$ cat src/rtl/dac_spi_tx.sv
// dac_spi_tx: shifts {CMD, din} out to an SPI DAC as one 16-bit MSB-first frame.
// SCLK idles low and the DAC samples on its rising edge. SDI only moves at CS
// assertion or on SCLK falling transitions, which gives a full half-period of
// setup and hold around every rising edge.
// CLK_DIV is the SCLK half-period in clk cycles (legal 2..255).
module dac_spi_tx #(
  parameter int          CLK_DIV = 4,
  parameter logic [3:0]  CMD     = 4'h3
) (
  input  logic        clk,
  input  logic        rst_n,
  input  logic        tx_enb,
  input  logic        start,
  input  logic [11:0] din,
  output logic        dac_cs_n,
  output logic        dac_sclk,
  output logic        dac_sdi,
  output logic        busy,
  output logic        done
);

  typedef enum logic [2:0] {IDLE, SETUP, SHIFT_HI, SHIFT_LO, GAP} state_t;

  localparam logic [7:0] HP_LAST = 8'(CLK_DIV - 1);

  state_t      state, state_n;
  logic [7:0]  hp_cnt, hp_cnt_n;
  logic [4:0]  bit_cnt, bit_cnt_n;
  logic [15:0] shreg, shreg_n;
  logic        cs_n_q, cs_n_n;
  logic        sclk_q, sclk_n;
  logic        sdi_q, sdi_n;
  logic        done_q, done_n;
  logic        hp_last;
  logic [15:0] frame_w;

  assign hp_last = (hp_cnt == HP_LAST);
  assign frame_w = {CMD, din};

  assign dac_cs_n = cs_n_q;
  assign dac_sclk = sclk_q;
  assign dac_sdi  = sdi_q;
  assign done     = done_q;
  // Busy covers the whole frame plus the trailing CS-high gap.
  assign busy     = (state != IDLE);

  // State and registered pin drivers; reset forces the pins idle immediately.
  always_ff @(posedge clk or negedge rst_n) begin
    if (!rst_n) begin
      state   <= IDLE;
      hp_cnt  <= '0;
      bit_cnt <= '0;
      shreg   <= '0;
      cs_n_q  <= 1'b1;
      sclk_q  <= 1'b0;
      sdi_q   <= 1'b0;
      done_q  <= 1'b0;
    end else begin
      state   <= state_n;
      hp_cnt  <= hp_cnt_n;
      bit_cnt <= bit_cnt_n;
      shreg   <= shreg_n;
      cs_n_q  <= cs_n_n;
      sclk_q  <= sclk_n;
      sdi_q   <= sdi_n;
      done_q  <= done_n;
    end
  end

  // Next-state and next-pin logic; every phase lasts HP_LAST+1 cycles.
  always_comb begin
    state_n   = state;
    hp_cnt_n  = hp_cnt + 8'd1;
    bit_cnt_n = bit_cnt;
    shreg_n   = shreg;
    cs_n_n    = cs_n_q;
    sclk_n    = sclk_q;
    sdi_n     = sdi_q;
    done_n    = 1'b0;

    if (state != IDLE && !tx_enb) begin
      // Abort: drop straight back to idle pins, no done pulse.
      state_n   = IDLE;
      hp_cnt_n  = '0;
      bit_cnt_n = '0;
      cs_n_n    = 1'b1;
      sclk_n    = 1'b0;
      sdi_n     = 1'b0;
    end else begin
      unique case (state)
        IDLE: begin
          hp_cnt_n = '0;
          if (start && tx_enb) begin
            state_n   = SETUP;
            shreg_n   = frame_w;
            sdi_n     = frame_w[15];
            cs_n_n    = 1'b0;
            bit_cnt_n = 5'd16;
          end
        end
        SETUP: begin
          if (hp_last) begin
            hp_cnt_n = '0;
            state_n  = SHIFT_HI;
            sclk_n   = 1'b1;
          end
        end
        SHIFT_HI: begin
          if (hp_last) begin
            // Falling edge: present the next bit; zeros shift in behind bit 0.
            hp_cnt_n  = '0;
            state_n   = SHIFT_LO;
            sclk_n    = 1'b0;
            bit_cnt_n = bit_cnt - 5'd1;
            shreg_n   = shreg << 1;
            sdi_n     = shreg_n[15];
          end
        end
        SHIFT_LO: begin
          if (hp_last) begin
            hp_cnt_n = '0;
            if (bit_cnt == 5'd0) begin
              // Final low phase doubled as CS hold; close the frame.
              state_n = GAP;
              cs_n_n  = 1'b1;
              done_n  = 1'b1;
            end else begin
              state_n = SHIFT_HI;
              sclk_n  = 1'b1;
            end
          end
        end
        GAP: begin
          if (hp_last) begin
            hp_cnt_n = '0;
            state_n  = IDLE;
          end
        end
        default: begin
          state_n  = IDLE;
          hp_cnt_n = '0;
          cs_n_n   = 1'b1;
          sclk_n   = 1'b0;
          sdi_n    = 1'b0;
        end
      endcase
    end
  end

endmodule

$ cat config.mk
export PLATFORM = sky130hd
export DESIGN_NAME = dac_spi_tx
export DESIGN_NICKNAME = d
export VERILOG_FILES = /design/src/rtl/dac_spi_tx.sv
export SDC_FILE = /design/constraint.sdc
export NUM_CORES = 1
export LEC_CHECK = 0
export BUFFER_PORTS_ARGS = -buffer_cell sky130_fd_sc_hd__buf_2
export CORE_ASPECT_RATIO = 1.75
export CORE_MARGIN = 2
export CORE_UTILIZATION = 35
export DETAILED_ROUTE_END_ITERATION = 16
export SLEW_MARGIN = 25
export SYNTH_ARGS = -nofsm -noshare
export SYNTH_HDL_FRONTEND = slang
export SYNTH_SLANG_ARGS = --single-unit
$ cat constraint.sdc
create_clock -name clk -period 2.4 [get_ports clk]
set_input_delay 0.24 -clock clk [delete_from_list [all_inputs] [get_ports clk]]
set_output_delay 0.24 -clock clk [all_outputs]
set_load 0.05 [all_outputs]
; Word-level counts from Yosys, hierarchy flattened
; Cells that the tools add are included.
[word_totals]
reg_bits = 35
in_bits = 16
output_inout_bits = 5
[op_classes]
addsub = 2
eq_ne = 17
muxes = 36
bitwise = 1
n_reduce_logical = 18
[op_table]
columns = op, count
row1 = 2-to-1 mux 15 bit, 2
row2 = one-hot mux 15 bit (2 select lines), 1
row3 = 2-to-1 mux 8 bit, 3
row4 = 2-to-1 mux 3 bit, 7
row5 = "inequality test 3 bit, second input constant", 7
row6 = 2-to-1 mux 1 bit, 15
row7 = 2-to-1 mux 5 bit, 3
row8 = one-hot mux 3 bit (5 select lines), 1
row9 = one-hot mux 5 bit (2 select lines), 1
row10 = AND reduction 5 bit, 2
row11 = "adder 8 x 1 -> 8 bit, second input constant", 1
row12 = "== test 8 x 2 -> 1 bit, second input constant", 1
row13 = AND reduction 4 bit, 2
row14 = "== test 3 x 2 -> 1 bit, second input constant", 2
row15 = "inequality test 2 x 1 -> 1 bit, second input constant", 3
row16 = one-hot mux 1 bit (3 select lines), 2
row17 = AND reduction 3 bit, 2
row18 = nonzero test 3 bit, 2
row19 = OR reduction 3 bit, 2
row20 = zero test 5 bit, 1
row21 = "subtractor 5 x 1 -> 5 bit, second input constant", 1
row22 = "inequality test 2 bit, second input constant", 2
row23 = one-hot mux 1 bit (4 select lines), 1
row24 = OR reduction 4 bit, 1
row25 = other kinds (8), 9

; Depth between registers and ports, before layout
; Gate-level depths: netlist of the first run.
[logic_depth]
word_depth = 5
depth_mapped = 6
mapped_depth_nobuf = 6

; Least setup slack after synthesis of the first run
; OpenSTA, ideal clock, no wires.
[synth_path]
path_kind = register -> register
from = reg hp_cnt[0]
to = reg shreg[10]
arrival_time_ns = 1.786
slack_ns = 0.489
stages_incl_launch_ff = 7
period_less_slack_ns = 1.911
cell_sequence = dfrtp_1 -> ha_1 -> nor4b_4 -> nand3_4 -> a21oi_4 -> buf_12 -> mux2_4
[synth_via]
elab_chain_len = 3
[synth_lines]
columns = item, line_no
row1 = from (decl), 27  ; logic [7:0] hp_cnt, hp_cnt_n;
row2 = from (signal assigned), 60  ; hp_cnt <= hp_cnt_n;
row3 = == test 8 x 2 -> 1 bit, 37  ; assign hp_last = (hp_cnt == HP_LAST);
row4 = inequality test 2 bit (no line), -
row5 = AND reduction 4 bit (no line), -
row6 = to (signal assigned), 62  ; shreg <= shreg_n;
row7 = to (decl), 29  ; logic [15:0] shreg, shreg_n;
; Every way passes these cells.
; A chain may end at the register's enable or synchronous reset.

; Worst setup path in the final report of the first run
[layout_path]
from = reg state[2]
to = reg shreg[10]
[layout_via]
elab_chain_len = 4
elab_cells_between_ends = 10
[layout_lines]
columns = item, line_no
row1 = from (decl), 26  ; state_t state, state_n;
row2 = from (signal assigned), 59  ; state <= state_n;
row3 = branches (longest 4 deep; another with AND reduction 4 bit), -
; Parallel ways; which one is timed is not known.

==> metrics.md, run 1 <==
| Metric | Value |
|---|---|
| Outcome | `completed` |
| Worst-Skew Late Latency | `0.29 ns` |
| FF-to-FF setup slack | `0.37 ns` |
| Pwr Density | `619 nW/um2` |
| DP HPWL | `3120 um` |
| Vias | `1454` |
| Vias per std cell | `5.19` |
| Row count | `36` |
| Full die area | `6240 um2` |
| Synth area leaders | `dfrtp_1 (43%), mux2_2 (8.6%), mux2_4 (6.9%)` |
| Synth Register Bits | `35` |
| R2R depth | `5` |
| Drt first pass iters | `4` |
| CORE AREA | `5500 um2` |
| Final Hold Fails | `0` |
| Clock sinks | `35` |
| Cts bufs inserted | `5` |
| Leading area contributor after synthesis | `dfrtp_1` |
| Crit path largest cell delay | `0.50 ns` |
| Met1 Track Usage GR | `18.3%` |
| Worst Setup Slack, final | `0.367 ns` |
| Crit. Startpoint | `state[2]$_DFFE_PN0P_` |
| N_diodes | `0` |
| Rel. slew slack | `45.9%` |
| Final instance area | `2260 um2` |
| Setup bufs post-CTS | `0` |
| Post-Syn Area per Cell | `11.0 um2` |
| Area share of and/or/nand/nor cells after synthesis | `18.8%` |
| Share of cells above drive strength 1 | `32.4%` |
| Routed wire length | `4260 um` |
| Synthesized net count | `196` |
| Fraction of synthesized cell area in xor and xnor cells | `3.57%` |
| GR Layer Usage met2 | `26.2%` |
| Min Tclk post-route | `2.03 ns` |
| IO buf count | `20` |
| Pleak | `0.000985 uW` |
| Post-Place Cells | `272` |
| Worst Hold Class | `input port to asynchronous set/reset pin` |
| Die H | `103 um` |
| Final Core Density | `41.1%` |
| Ys Warns | `0` |
| Pin count of the biggest net entering global routing | `36` |
| Final Skew | `0.00910 ns` |
| CP cell instances | `or2_0 -> nor2_1 -> buf_4 -> mux2_2 -> mux2_4` |
| Adder-cell share of the synthesized area | `1.28%` |
| Io pins | `21` |
| Die width | `60.6 um` |
| H-tree depth | `2` |
| Synth Instances | `178` |
| Vias in the first global route | `1392` |
| Routed Antenna Nets | `0` |
| Overflow after GRT | `0` |
| Compound-Gate Fraction of Synth Area | `11.4%` |
| CP Data Arrival Time | `2.21 ns` |
| Post-DP Area | `2150 um2` |
| RSZ-0062 raised after global routing | `false` |
| Max Root-Sink Buffers | `2` |
| Slew @ Worst Pin | `0.811 ns` |
| Residual DRC | `0` |
| Setup violators final | `0` |
| Max-Cap Viols | `0` |
| First-pass GRT wire length | `7110 um` |
| CP startpoint kind | `flip-flop` |
| CP max FO | `12` |
| Mux contribution to synthesized area | `16.5%` |
| Layout Cells excl Fill | `280` |
| Max IR drop VDD | `0.342 mV` |
| Slowest-stage cell, CP | `dfrtp_1` |
| EDFF count, synth | `0` |
| Sequential area share after synthesis | `44.7%` |
| GRT Total Usage | `15.6%` |
| CTS tree | `done` |
| Area Growth Syn to Fin | `15.1%` |
| R2R Path End | `shreg[10]$_DFFE_PN0P_` |
| Top cell type's share of synthesized area | `43.4%` |
| Post-CTS resize count | `0` |
| CTS root buf | `clkbuf_8` |
| Syn Std Cell Area | `1960 um2` |
| Worst path required time | `2.57 ns` |
| Final net count | `221` |
| Clock transition at path regs | `0.08 ns` |
| Main combinational cell family by area after synthesis | `simple AND/OR/NAND/NOR gates` |
| Initial Util | `35.7%` |
| Initial antenna violation count | `0` |
| M3 GR Usage | `4.02%` |
| Fmax | `492 MHz` |
| Synth cell count leaders | `dfrtp_1 (34), mux2_2 (15), nor2_1 (14), mux2_4 (9)` |
| Count leader, synth | `dfrtp_1` |
| FF-to-FF Start | `state[2]$_DFFE_PN0P_` |
| Setup CP Type | `flip-flop to flip-flop` |
| Iter 0 DRT Violations | `31` |
| Setup WS pre-CTS | `0.406 ns` |
| Post-synth cell types | `51` |
| GR peak layer | `met2` |
| Post-cts hold buffer count | `0` |
| Routed len/inst | `15.2 um` |
| Top_reg_cell synth | `dfrtp_1` |
| Asr flop ratio synth | `100%` |
| Fin Setup TNS | `0 ns` |
| Ratio of final minimum period to clock period | `84.7%` |
| Final Max Tran Viols | `0` |
| RD Place Congestion | `0.811` |
| CP Capture Type | `flip-flop` |
## power by group
part	internal, uW	total (uW)	switching, uW
Sequential	642	676	33.9
Combinational	97.0	190	93.3
Clock	309	532	223
## flip-flops by register name, indices dropped and copies added (netlist names)
| register | count |
|---|---|
| dac_sclk | 1 |
| dac_sdi | 1 |
| state | 3 |
| done | 1 |
| dac_cs_n | 1 |
| hp_cnt | 8 |
| bit_cnt | 5 |
| shreg | 15 |
## final cells by class
type,count,area [um2]
sequential,35,877
clock buffer,5,68.8
tap,76,95.1
timing repair buffer,25,138
inverter,7,26.3
fill,590,3240
multi-input combinational,129,1010
clock inverter,3,43.8
## metal layers
| layer | vias up | part of all wire [%] | wire (um) |
|---|---|---|---|
| li1 | 692 | - | - |
| met1 | 717 | 40 | 1700 |
| met2 | 36 | 54 | 2290 |
| met3 | 9 | 3.9 | 168 |
| met4 | 0 | 2.3 | 97 |
| met5 | - | 0 | 0 |
## metrics by stage
stage / hold slack [ns] / total power [uW]
2_1_floorplan: -0.0556 / 816
3_3_place_gp: 0.376 / 875
3_5_place_dp: 0.372 / 877
4_1_cts: 0.0507 / 1410
5_1_grt: 0.0898 / 1470
6_report: 0.0286 / 1400
## worst max path at each step
| stage | end | depth (start not counted) |
|---|---|---|
| 4_1_cts | shreg[10]$_DFFE_PN0P_ | 5 |
| 2_1_floorplan | shreg[10]$_DFFE_PN0P_ | 6 |
| 3_3_place_gp | dac_cs_n$_DFFE_PN1P_ | 6 |
| 3_5_place_dp | dac_cs_n$_DFFE_PN1P_ | 6 |
| 5_1_grt | shreg[10]$_DFFE_PN0P_ | 5 |
| 6_report | shreg[10]$_DFFE_PN0P_ | 5 |
## worst max-delay path: cells and delay by family, from the launching register on
kind	cells	cell delay [ns]
mux	2	0.61
flops	1	0.50
simple gates	2	0.56
buf+inv	1	0.24
## placed cells by master (no fill, tap or decap), types with 3 or more instances in the layout
master,count
dfrtp_1,34
buf_2,20
mux2_2,15
nor2_1,14
mux2_4,9
nand3_1,8
nand2_1,8
inv_1,7
xor2_1,6
o21ai_0,5
nand2b_1,5
or3_1,5
clkbuf_8,5
buf_4,5
and3_1,4
a21oi_1,4
nor3_1,3
o21a_1,3
## kinds of logic after synthesis
kind of cell | after synthesis
adder cells (fa/ha/maj) | 2
AND/OR/NAND/NOR | 63
XOR/XNOR | 8
flip-flops | 35
multiplexers | 26
AO/OA/AOI/OAI | 30
buffers and inverters | 14
Note: power is estimated with default switching activity, not from simulation.
==> inputs of run 2 (changes only) <==
- clock period: 2.4 -> 1.8 ns (I/O delays scaled with it)
==> metrics.md, run 2 (synthesis results as in run 1) <==
| Metric | Value |
|---|---|
| RD Place Congestion | `0.839 (+3.5%)` |
| Vias per std cell | `4.91 (-5.4%)` |
| Final Hold Fails | `0 (unchanged)` |
| Outcome | `completed` |
| Die width | `60.6 um (unchanged)` |
| Most common cell after layout, fill and taps aside | `dfrtp_1` |
| Most frequent cells in the layout | `dfrtp_1 (34), buf_4 (23), buf_2 (20)` |
| Worst-Skew Late Latency | `0.28 ns (about the same)` |
| Cts bufs inserted | `5 (unchanged)` |
| Final Max Tran Viols | `0 (unchanged)` |
| Clock sinks | `35 (unchanged)` |
| Routed Antenna Nets | `0 (unchanged)` |
| Final Skew | `0.00924 ns (+0.000142 ns)` |
| Row count | `36 (unchanged)` |
| CORE AREA | `5500 um2 (unchanged)` |
| Largest regs | `shreg (15), hp_cnt (8), bit_cnt (5)` |
| Fillers | `576 (-2.4%)` |
| Seq pwr share | `50.8% (+2.5 points)` |
| Slew @ Worst Pin | `0.336 ns (-0.476 ns)` |
| Io pins | `21 (unchanged)` |
| Switching Power | `440 uW (+26%)` |
| Pwr Density | `716 nW/um2 (+16%)` |
| Setup bufs post-CTS | `0 (unchanged)` |
| Fmax | `571 MHz (+16%)` |
| Overflow after GRT | `0 (unchanged)` |
| Die H | `103 um (unchanged)` |
| GRT Total Usage | `15.5% (-0.11 points)` |
| Sw frac | `24.9% (-0.12 points)` |
| Routed wire length | `4300 um (+0.92%)` |
| Ratio of final minimum period to clock period | `97.3% (+13 points)` |
| Clock transition at path regs | `0.07 ns (about the same)` |
| Worst Setup Slack, final | `0.0482 ns (-0.319 ns)` |
| Clock Power Share | `32.6% (-5.5 points)` |
| Flip-flop and latch area | `877 um2 (unchanged)` |
| Share of cells above drive strength 1 | `39.6% (+7.2 points)` |
| IO buf count | `20 (unchanged)` |
| Min Tclk post-route | `1.75 ns (-0.281 ns)` |
| Worst Hold Class | `input port to flip-flop` |
| Pleak | `0.00109 uW (+11%)` |
| Final net count | `242 (+9.5%)` |
| Vias in the first global route | `1539 (+11%)` |
| Fin Setup TNS | `0 ns (unchanged)` |
| Max FFs per register | `15 (unchanged)` |
| Hold Slack | `0.258 ns (+0.230 ns)` |
| Setup CP Type | `flip-flop to flip-flop` |
| First-pass GRT wire length | `7220 um (+1.5%)` |
| N_diodes | `0 (unchanged)` |
| RSZ-0062 raised after global routing | `true` |
| CP max FO | `14 (+2)` |
| Comb power frac | `16.6% (+3.0 points)` |
| Full die area | `6240 um2 (unchanged)` |
| Max IR drop VDD | `0.499 mV (+46%)` |
| Setup violators final | `0 (unchanged)` |
| Rel. slew slack | `77.4% (+32 points)` |
| Pin count of the biggest net entering global routing | `36 (unchanged)` |
| CTS tree | `done` |
| Area Growth Syn to Fin | `25.8%` |
| Worst path required time | `1.96 ns (-0.61 ns)` |
| CP Capture Type | `flip-flop` |
| Routed len/inst | `14.3 um (-6.1%)` |
| DP HPWL | `3230 um (+3.5%)` |
| CTS root buf | `clkbuf_8` |
| Area occupied by multi-input gates | `1050 um2 (+4.5%)` |
| Residual DRC | `0 (unchanged)` |
| Setup WS pre-CTS | `0.0136 ns (-0.392 ns)` |
| H-tree depth | `2 (unchanged)` |
| Initial Util | `35.7% (unchanged)` |
| CP startpoint kind | `flip-flop` |
| Initial antenna violation count | `0 (unchanged)` |
| Iter 0 DRT Violations | `29 (-6.5%)` |
| CP Data Arrival Time | `1.92 ns (-0.29 ns)` |
| Max Root-Sink Buffers | `2 (unchanged)` |
| Final Core Density | `44.9% (+3.8 points)` |
| Top reg by flops | `shreg` |
| Drt first pass iters | `4 (unchanged)` |
| Internal power | `1330 uW (+27%)` |
| Vias | `1479 (+1.7%)` |
| Max-Cap Viols | `0 (unchanged)` |
## run 2: power groups by stage
stage / Clock, uW / Sequential [uW] / Combinational (uW)
floorplan: 0 / 911 / 177
detailed placement: 0 / 909 / 290
global route: 626 / 905 / 322
global placement: 0 / 908 / 285
finish: 576 / 896 / 293
CTS: 598 / 896 / 292
## run 2: path summary, 6_finish.rpt
check | startpoint | end | slack (ns) | cells after the start
worst min register to register | shreg[11]$_DFFE_PN0P_ | shreg[11]$_DFFE_PN0P_ | 0.51 | 1
worst max-delay path | hp_cnt[1]$_DFF_PN0_ | shreg[1]$_DFFE_PN0P_ | 0.05 | 6
min in group asynchronous | rst_n | bit_cnt[0]$_DFFE_PN0P_ | 0.38 | 3
worst min-delay path | din[5] | shreg[5]$_DFFE_PN0P_ | 0.26 | 3
max in group asynchronous | rst_n | dac_cs_n$_DFFE_PN1P_ | 1.16 | 3
worst max register to register | hp_cnt[1]$_DFF_PN0_ | shreg[1]$_DFFE_PN0P_ | 0.05 | 6
## run 2: timing repair
action                                  4_1_cts  5_1_grt
gates resized for setup                       1        6
hold buffers                                  1        0
hold endpoints to repair                     34        0
endpoints found under the setup margin        1       18
pin swaps                                     0        5
gates cloned                                  0        0
## run 2: area by class of cell
cell class              count  area share [%]
clock buffers               7            3.50
clock inverters             1           0.203
inverters                   7            1.06
multi-input cells         129            42.7
flip-flops and latches     35            35.5
well taps                  76            3.85
repair buffers             46            13.1
## run 2: stage by stage
step,area (um2),total power (uW),cells
CTS,2430,1790,301
global route,2470,1850,301
finish,2470,1770,301
global placement,2320,1190,292
detailed placement,2320,1200,292
floorplan,1960,1090,178
## run 2: critical path, cell delays in order (launching register included)
cell	delay, ns
dfrtp_1	0.40
ha_4	0.16
nor4b_4	0.26
nand3_4	0.13
a21oi_4	0.16
buf_12	0.17
mux2_2	0.34
## run 2: metal layers
layer | wire length (um) | share of wire, % | global-route usage (%)
met2 | 2400 | 56 | 28.2
met5 | 0 | 0 | 0
met4 | 64 | 1.5 | 6.52
met3 | 119 | 2.8 | 2.13
met1 | 1720 | 40 | 17.3
==> inputs of run 3 (changes only) <==
- SLEW_MARGIN: 25 -> not set
- clock period: 1.8 -> 2 ns (I/O delays scaled with it)
==> metrics.md, run 3 (synthesis results as in run 1) <==
| Metric | Value |
|---|---|
| Final Hold Fails | `26 (+26)` |
| Largest regs | `shreg (15), hp_cnt (8), bit_cnt (5)` |
| Max IR drop VDD | `0.488 mV (-2.3%)` |
| Internal power | `1140 uW (-14%)` |
| Drt first pass iters | `4 (unchanged)` |
| Seq pwr share | `51.8% (+1.0 points)` |
| First-pass GRT wire length | `7250 um (+0.39%)` |
| Sw frac | `26.9% (+2.0 points)` |
| Outcome | `complete, but fails checks` |
| FF-to-FF Start | `bit_cnt[1]$_DFFE_PN0P_` |
| Worst-Skew Late Latency | `0.30 ns (+0.02 ns)` |
| Routed wire length | `4320 um (+0.58%)` |
| Rel. slew slack | `46.6% (-31 points)` |
| Slowest-stage cell, CP | `or3b_2` |
| Max FFs per register | `15 (unchanged)` |
| Vias per std cell | `5.12 (+4.2%)` |
| Ratio of final minimum period to clock period | `94.0% (-3.3 points)` |
| Routed len/inst | `14.9 um (+4.4%)` |
| Switching Power | `419 uW (-4.8%)` |
| Critical path buffers and inverters | `1 (unchanged)` |
| Setup CP Type | `flip-flop to flip-flop` |
| CTS root buf | `clkbuf_8` |
| DP HPWL | `3240 um (+0.44%)` |
| Fillers | `578 (+0.35%)` |
| Hold Slack | `-0.0105 ns (-0.269 ns)` |
| Critical path depth | `6 (unchanged)` |
| CP startpoint kind | `flip-flop` |
| Iter 0 DRT Violations | `29 (unchanged)` |
| Pwr Density | `669 nW/um2 (-6.5%)` |
| Initial antenna violation count | `0 (unchanged)` |
| R2R depth | `6 (unchanged)` |
| Layout Cells excl Fill | `290 (-3.7%)` |
| Area Growth Syn to Fin | `18.7%` |
| CP cell instances | `inv_1 -> ha_1 -> or3b_2 -> or3_4 -> o211ai_1 -> o21a_1` |
| Worst path required time | `2.24 ns (+0.28 ns)` |
| Most frequent cells in the layout | `dfrtp_1 (34), buf_2 (20), mux2_2 (15)` |
| H-tree depth | `2 (unchanged)` |
| IO buf count | `20 (unchanged)` |
| Clock Power Share | `33.0% (+0.4 points)` |
| Routed Antenna Nets | `0 (unchanged)` |
| RSZ-0062 raised after global routing | `false` |
| Fmax | `532 MHz (-6.8%)` |
| Final Max Tran Viols | `0 (unchanged)` |
| Area occupied by multi-input gates | `1020 um2 (-3.3%)` |
| R2R Path End | `dac_cs_n$_DFFE_PN1P_` |
| Vias | `1485 (+0.41%)` |
| Setup violators final | `0 (unchanged)` |
| Full die area | `6240 um2 (unchanged)` |
| Overflow after GRT | `0 (unchanged)` |
| Slew @ Worst Pin | `0.801 ns (+0.466 ns)` |
| CP max FO | `4 (-10)` |
| Failing checks | `negative hold slack` |
| Row count | `36 (unchanged)` |
| Io pins | `21 (unchanged)` |
| Cts bufs inserted | `5 (unchanged)` |
| RD Place Congestion | `0.842 (+0.37%)` |
| Max-Cap Viols | `0 (unchanged)` |
| Flip-flop and latch area | `877 um2 (unchanged)` |
| Post-CTS resize count | `0 (-1)` |
| Final Skew | `0.00652 ns (-0.00272 ns)` |
| Delay-heaviest family, CP | `simple AND/OR/NAND/NOR gates` |
| Residual DRC | `0 (unchanged)` |
| Setup bufs post-CTS | `0 (unchanged)` |
| Initial Util | `35.7% (unchanged)` |
| CP endpoint | `dac_cs_n$_DFFE_PN1P_` |
| CTS tree | `done` |
| Pin count of the biggest net entering global routing | `36 (unchanged)` |
| Crit path largest cell delay | `0.49 ns (+0.09 ns)` |
| Min Tclk post-route | `1.88 ns (+0.129 ns)` |
| GRT Total Usage | `15.5% (+0.046 points)` |
| Comb power frac | `15.3% (-1.3 points)` |
| Final net count | `231 (-4.5%)` |
| FF-to-FF setup slack | `0.12 ns (+0.07 ns)` |
| Share of cells above drive strength 1 | `36.0% (-3.6 points)` |
| Worst Hold Class | `input port to asynchronous set/reset pin` |
| Vias in the first global route | `1582 (+2.8%)` |
| Post-Place Cells | `282 (-3.4%)` |
| N_diodes | `0 (unchanged)` |
| Die H | `103 um (unchanged)` |
| CP Capture Type | `flip-flop` |
| Top reg by flops | `shreg` |
| Most common cell after layout, fill and taps aside | `dfrtp_1` |
| Clock transition at path regs | `0.08 ns (about the same)` |
| Clock sinks | `35 (unchanged)` |
| Pleak | `0.00102 uW (-6.2%)` |
| Max Root-Sink Buffers | `2 (unchanged)` |
| Fin Setup TNS | `0 ns (unchanged)` |
| CORE AREA | `5500 um2 (unchanged)` |
| Crit. Startpoint | `bit_cnt[1]$_DFFE_PN0P_` |
| Post-cts hold buffer count | `0 (-1)` |
| CP Data Arrival Time | `2.13 ns (+0.21 ns)` |
| Die width | `60.6 um (unchanged)` |
==> run 3: worst min path at each step <==
stage	from	to
2_1_floorplan	rst_n	bit_cnt[0]$_DFFE_PN0P_
3_3_place_gp	rst_n	shreg[4]$_DFFE_PN0P_
6_report	rst_n	shreg[4]$_DFFE_PN0P_
3_5_place_dp	rst_n	shreg[4]$_DFFE_PN0P_
5_1_grt	rst_n	bit_cnt[2]$_DFFE_PN0P_
4_1_cts	rst_n	shreg[4]$_DFFE_PN0P_
==> run 3: per-layer routing <==
metal	up-vias	part of all wire (%)	global-route usage, %	routed length (um)
met5	-	0	0	0
met4	0	2.8	6.69	120
met3	10	4.0	2.89	175
met2	34	55	29.2	2360
met1	730	39	15.9	1670
li1	711	-	-	-
==> run 3: worst register-to-register path, cell delays in order, from the launching register on <==
cell and delay [ns]:
dfrtp_1 0.41, inv_1 0.07, ha_1 0.17, or3b_2 0.49, or3_4 0.37, o211ai_1 0.19, o21a_1 0.13
==> run 3: cell type report <==
cell class | count | area share, %
Tap cell | 76 | 4.08
Timing Repair Buffer | 35 | 9.67
Clock inverter | 2 | 0.537
Multi-Input combinational cell | 129 | 43.8
Clock buffer | 6 | 3.12
Inverter | 7 | 1.13
Sequential cell | 35 | 37.7
==> run 3: per-stage QoR <==
stage          setup slack, ns  area, um2  util [%]  power [uW]  hold slack, ns
4_1_cts                 0.0853       2320      42.2        1580          0.0206
6_report                 0.119       2330      42.4        1560         -0.0105
2_1_floorplan           0.0892       1960         -         980         -0.0956
5_1_grt                 0.0164       2330      42.4        1640          0.0578
3_3_place_gp             0.128       2230      40.6        1060           0.324
3_5_place_dp             0.109       2230      40.6        1060           0.336
==> run 3: power groups by stage <==
stage                     clock (uW)  combinational, uW  sequential, uW
after floorplan                    0                160             820
after global placement             0                238             819
after detailed placement           0                242             818
after CTS                        528                242             806
after global routing             559                263             817
final                            514                238             806
